**src/rtl/fpga_link_pkg.sv**
```systemverilog
// fpga_link_pkg: state encoding and default constants shared by the FPGA1->FPGA2 link logic.
package fpga_link_pkg;
   typedef enum logic [2:0] {IDLE, START, WAIT_DONE, LATCH, SEND, DROP, ERR} link_state_t;
   localparam int Z_W              = 4;
   localparam int DEBOUNCE_CYC_DEF = 500000;
   localparam int COMP_TIMEOUT_DEF = 1024;
   localparam int ACK_TIMEOUT_DEF  = 50000000;
   function automatic int max2(input int a, input int b);
      return a > b ? a : b;
   endfunction
endpackage

```
**src/rtl/btn_debounce.sv**
```systemverilog
// btn_debounce: synchronizes a bouncy button, accepts a new level after CYC stable cycles,
// and emits a one-cycle req on each accepted rising edge.
module btn_debounce #(
   parameter int CYC = 500000
) (
   input  logic clk,
   input  logic rst,
   input  logic btn,
   output logic req
);
   localparam int CW = $clog2(CYC) + 1;
   logic          s1, s2, level, level_d;
   logic [CW-1:0] cnt;
   always_ff @(posedge clk or posedge rst) begin
      if (rst) begin
         s1      <= 1'b0;
         s2      <= 1'b0;
         level   <= 1'b0;
         level_d <= 1'b0;
         req     <= 1'b0;
         cnt     <= '0;
      end else begin
         s1      <= btn;
         s2      <= s1;
         level_d <= level;
         req     <= level & ~level_d;
         // any return to the accepted level restarts the stability window
         if (s2 == level) cnt <= '0;
         else if (cnt == CW'(CYC - 1)) begin
            level <= s2;
            cnt   <= '0;
         end else cnt <= cnt + 1'b1;
      end
   end
endmodule

```
**src/rtl/z_link_sequencer.sv**
```systemverilog
// z_link_sequencer: starts one linear-layer inference per debounced press, latches z and
// hands it to FPGA2 over a 4-phase valid/ack link, with compute and link timeouts.
module z_link_sequencer
   import fpga_link_pkg::*;
#(
   parameter int OUT_DATA_W   = Z_W,
   parameter int DEBOUNCE_CYC = DEBOUNCE_CYC_DEF,
   parameter int COMP_TIMEOUT = COMP_TIMEOUT_DEF,
   parameter int ACK_TIMEOUT  = ACK_TIMEOUT_DEF
) (
   input  logic                  clk,
   input  logic                  rst,
   input  logic                  start_btn,
   output logic                  lin_start,
   input  logic                  lin_done,
   input  logic [OUT_DATA_W-1:0] lin_z,
   output logic [OUT_DATA_W-1:0] z_out,
   output logic                  z_valid,
   input  logic                  z_ack,
   output logic                  busy,
   output logic                  err_timeout,
   output logic [2:0]            state_dbg
);
   localparam int TW = $clog2(max2(COMP_TIMEOUT, ACK_TIMEOUT)) + 1;
   localparam logic [TW-1:0] COMP_LIM = TW'(COMP_TIMEOUT);
   localparam logic [TW-1:0] ACK_LIM  = TW'(ACK_TIMEOUT);
   link_state_t   state;
   logic [TW-1:0] timer, timer_inc;
   logic          ack_m, ack_s, req;
   btn_debounce #(.CYC(DEBOUNCE_CYC)) u_deb (
      .clk(clk),
      .rst(rst),
      .btn(start_btn),
      .req(req)
   );
   assign timer_inc = &timer ? timer : timer + 1'b1;
   assign busy      = (state != IDLE) && (state != ERR);
   assign state_dbg = state;
   always_ff @(posedge clk or posedge rst) begin
      if (rst) begin
         state       <= IDLE;
         timer       <= '0;
         ack_m       <= 1'b0;
         ack_s       <= 1'b0;
         lin_start   <= 1'b0;
         z_valid     <= 1'b0;
         err_timeout <= 1'b0;
         z_out       <= '0;
      end else begin
         ack_m     <= z_ack;
         ack_s     <= ack_m;
         lin_start <= 1'b0;
         case (state)
            IDLE: if (req && !ack_s) begin
               state     <= START;
               lin_start <= 1'b1;
            end
            START: begin
               err_timeout <= 1'b0;
               timer       <= '0;
               state       <= WAIT_DONE;
            end
            // timer==0 marks the first cycle after START, where a stale done is ignored
            WAIT_DONE: begin
               timer <= timer_inc;
               if (timer_inc == COMP_LIM) begin
                  state       <= ERR;
                  err_timeout <= 1'b1;
               end else if (lin_done && timer != '0) state <= LATCH;
            end
            LATCH: begin
               z_out   <= lin_z;
               timer   <= '0;
               z_valid <= 1'b1;
               state   <= SEND;
            end
            SEND: begin
               timer <= timer_inc;
               if (ack_s) begin
                  state   <= DROP;
                  z_valid <= 1'b0;
                  timer   <= '0;
               end else if (timer_inc == ACK_LIM) begin
                  state       <= ERR;
                  z_valid     <= 1'b0;
                  err_timeout <= 1'b1;
               end
            end
            DROP: begin
               timer <= timer_inc;
               if (!ack_s) state <= IDLE;
               else if (timer_inc == ACK_LIM) begin
                  state       <= ERR;
                  err_timeout <= 1'b1;
               end
            end
            ERR: if (req) begin
               state     <= START;
               lin_start <= 1'b1;
            end
            default: state <= IDLE;
         endcase
      end
   end
endmodule

```
**config.mk**
```make
export PLATFORM = sky130hd
export DESIGN_NAME = z_link_sequencer
export DESIGN_NICKNAME = d
export VERILOG_FILES = /design/src/rtl/fpga_link_pkg.sv /design/src/rtl/btn_debounce.sv /design/src/rtl/z_link_sequencer.sv
export SDC_FILE = /design/constraint.sdc
export NUM_CORES = 1
export LEC_CHECK = 0
export BUFFER_PORTS_ARGS = -buffer_cell sky130_fd_sc_hd__buf_2
export CORE_MARGIN = 1
export CORE_UTILIZATION = 62
export DETAILED_ROUTE_END_ITERATION = 7
export HOLD_SLACK_MARGIN = 0.03
export PLACE_DENSITY = 0.89
export SLEW_MARGIN = 20
export SYNTH_ARGS = -nofsm -noshare
export SYNTH_HDL_FRONTEND = slang
export SYNTH_SLANG_ARGS = --single-unit
```
**constraint.sdc**
```tcl
create_clock -name clk -period 4.4 [get_ports clk]
set_clock_uncertainty 0.15 [all_clocks]
set_input_delay 0.88 -clock clk [delete_from_list [all_inputs] [get_ports clk]]
set_output_delay 0.88 -clock clk [all_outputs]
set_load 0.02 [all_outputs]
```
==> reports/results.txt <==
Fin cells = 555
Routed Antenna Nets = 0
FMAX = 269 MHz
Diode count = 0
GPL Wtd Cong = 0.960
Worst setup margin = 0.682 ns
Netlist cell types = 57
Vias = 3703
Total core area = 6350 sq um
Root buf cell = clkbuf_8
Layout cell share with drive strength beyond 1 = 0.132
Max-slew headroom = 0.360
Critical Path RT = 4.49 ns
Synth Area per Inst = 8.55 sq um
Combinational share of power = 0.026
Critical Path End Type = flop
Initial antenna violation count = 0
Via/cell ratio = 6.67
Startpoint class of the critical path = flop
Multi-input gate area = 2260 sq um
DRC = 0
Max clock buf depth = 2
Post-CTS Setup Bufs = 0
Largest net degree at the start of global routing = 43
Pwr Total = 1.20 mW
LEAKAGE = 1.79 nW
P&R area growth vs syn = 6.70%
Slew Viols, Final = 0
Final setup fails = 0
Row count = 29
Layout Utilization = 0.684
Hold Fails Final Rpt = 0
Primary FF master, synth = dfrtp_1
Sw power = 0.275 mW
Port-buffer cells = 19
Grt total ovfl = 0
EDFF count, synth = 0
Max IR drop VDD = 0.227 mV
Power Dens Cells = 276 nW/um^2
Max cap viols = 0
Cell Int Power = 0.923 mW
Flop pwr share = 0.500
Tcrit/Tclk final = 0.845
NumNets Final = 485
Dpl cells = 539
Share of flip-flops with an asynchronous set or reset = 1.00
Clock power share = 0.475
Die ar. = 6890 sq um
Fillers = 491
Hold buffers post-CTS = 0
H-tree levels = 3
Vias in the first global route = 3436
Pre-antenna DRT Iters = 5
# IOs = 20
Syn Inst Count = 476
Skew-Pair Late Insertion Delay = 0.35 ns
Synth warnings = 0
Status = completed
Switching portion of total power = 0.230
CTS buffer count = 9
Synthesized Nets = 488
GRT Util Overall = 0.301
Clk sink count = 64
Die Wd = 83.0 microns
First-pass GRT wire length = 16.5 mm
Fin Setup TNS = 0 ns
RSZ-0062 raised after global routing = no
Initial Util = 0.641
Mapped Area = 4070 sq um
CTS resizes = 0
Crit path kind = flop to flop
Chip Height = 83.0 microns
Minimum clock period = 3.72 ns
Worst-path maximum fanout = 12
Register area = 1600 sq um
DR iter-0 viols = 359
Wire per inst = 18.0 microns
DRT Wirelength = 9.98 mm
Seq/Total Area, Yosys = 0.393
Setup slack after placement = 0.795 ns
CTS tree = yes
Post-DP HPWL = 6.84 mm
Worst slew pin tran = 0.951 ns
Worst hold path class = flop to flop
Synth Register Bits = 64
Clock transition at path regs = 0.08 ns
Worst path arrival time = 3.81 ns
==> worst max-delay path: stages (launching register included) <==
cell     delay [ns]
dfrtp_1        0.53
ha_1           0.42
nand3_4        0.16
or3_1          0.55
nor3_4         0.22
buf_4          0.22
mux2i_1        0.10
nor4_1         0.32
nand4_1        0.25
or3_1          0.40
o31ai_1        0.29
==> layout by cell type (no fill, tap or decap), types with 3 or more instances in the layout <==
master	Yosys	layout
or3_1	6	6
or2_2	5	5
mux2i_1	4	4
dfrtp_1	64	64
nand2_1	49	49
mux2_2	6	6
o21ai_0	47	46
nor2b_1	6	6
nand4_1	17	17
nand3_1	21	21
ha_1	3	3
nor4_1	15	15
xor2_1	17	17
buf_4	4	5
a21oi_1	26	26
buf_2	3	19
a211oi_1	3	3
nor3_1	15	15
nor4b_1	3	3
nor2_1	39	39
a31oi_1	9	9
o31ai_1	4	4
nand4_4	3	3
xnor2_1	16	16
clkbuf_8	0	9
and3_1	9	9
and2_1	3	3
and4_1	6	6
inv_1	9	8
==> kinds of logic (layout without fill, tap and decap cells) <==
kind of cell / after synthesis / in the layout / synth area share
DFF: 64 / 64 / 0.393
muxes: 10 / 10 / 0.0264
adders and majority gates: 3 / 3 / 0.00922
AOI/OAI and AO/OA: 112 / 112 / 0.169
xor gates and xnor gates: 33 / 33 / 0.0710
buffers and inverters: 47 / 49 / 0.0523
and+or+nand+nor: 207 / 207 / 0.279
==> routing by layer <==
| layer | wire length, microns | part of all wire | vias to the layer above | track usage |
|---|---|---|---|---|
| li1 | - | - | 1727 | - |
| met1 | 4220 | 0.42 | 1768 | 0.390 |
| met2 | 4720 | 0.47 | 177 | 0.471 |
| met3 | 694 | 0.070 | 31 | 0.0755 |
| met4 | 341 | 0.034 | 0 | 0.147 |
| met5 | 0 | 0 | - | 0 |
==> power groups by stage <==
stage | Clock (mW) | Sequential (mW) | Combinational [mW]
2_1_floorplan | 0 | 0.611 | 0.0195
3_3_place_gp | 0 | 0.609 | 0.0307
3_5_place_dp | 0 | 0.610 | 0.0320
4_1_cts | 0.571 | 0.598 | 0.0321
5_1_grt | 0.596 | 0.599 | 0.0359
6_report | 0.568 | 0.598 | 0.0311
==> final timing paths <==
kind                                      startpoint                       to  slack (ns)  depth (start not counted)
worst min register to register       ack_m$_DFF_PP0_          ack_s$_DFF_PP0_        0.20                          0
worst max-delay path            timer[1]$_DFFE_PP0P_  err_timeout$_DFFE_PP0P_        0.68                         10
max in group asynchronous                        rst    timer[20]$_DFFE_PP0P_        2.72                          3
min in group asynchronous                        rst     z_out[3]$_DFFE_PP0P_        0.56                          2
worst max register to register  timer[1]$_DFFE_PP0P_  err_timeout$_DFFE_PP0P_        0.68                         10
worst min-delay path                 ack_m$_DFF_PP0_          ack_s$_DFF_PP0_        0.20                          0
==> final cells by class <==
cell class                      instances  share of cell area
Clock buffer                            9              0.0285
Timing Repair Buffer                   24              0.0305
Clock inverter                          7              0.0219
Tap cell                               77              0.0222
Multi-Input combinational cell        365               0.520
Inverter                                9             0.00778
Sequential cell                        64               0.369
==> registers in the layout, summed over array words and instances, names as in the netlist <==
register / flops
u_deb.s2: 1
state_dbg: 3
lin_start: 1
u_deb.cnt: 20
err_timeout: 1
u_deb.req: 1
z_out: 4
u_deb.level: 1
u_deb.level_d: 1
timer: 27
u_deb.s1: 1
ack_s: 1
ack_m: 1
z_valid: 1
==> synthesized netlist by cell type (9+ instances only) <==
| cell type | n | area share |
|---|---|---|
| a21oi_1 | 26 | 0.032 |
| dfrtp_1 | 64 | 0.39 |
| nand2_1 | 49 | 0.045 |
| nor3_1 | 15 | 0.018 |
| nor4_1 | 15 | 0.023 |
| clkbuf_1 | 25 | 0.023 |
| nor2_1 | 39 | 0.036 |
| nand4_1 | 17 | 0.026 |
| xnor2_1 | 16 | 0.034 |
| nand3_1 | 21 | 0.026 |
| o21ai_0 | 47 | 0.058 |
| and3_1 | 9 | 0.014 |
| xor2_1 | 17 | 0.037 |
| inv_1 | 9 | 0.0083 |
| a31oi_1 | 9 | 0.014 |
==> through the flow <==
stage,hold slack (ns),instance area (sq um)
finish,0.202,4340
CTS,0.204,4340
global placement,0.186,4120
floorplan,0.181,4070
global route,0.222,4340
detailed placement,0.188,4120
No activity file was read; power rests on OpenSTA's default activity.
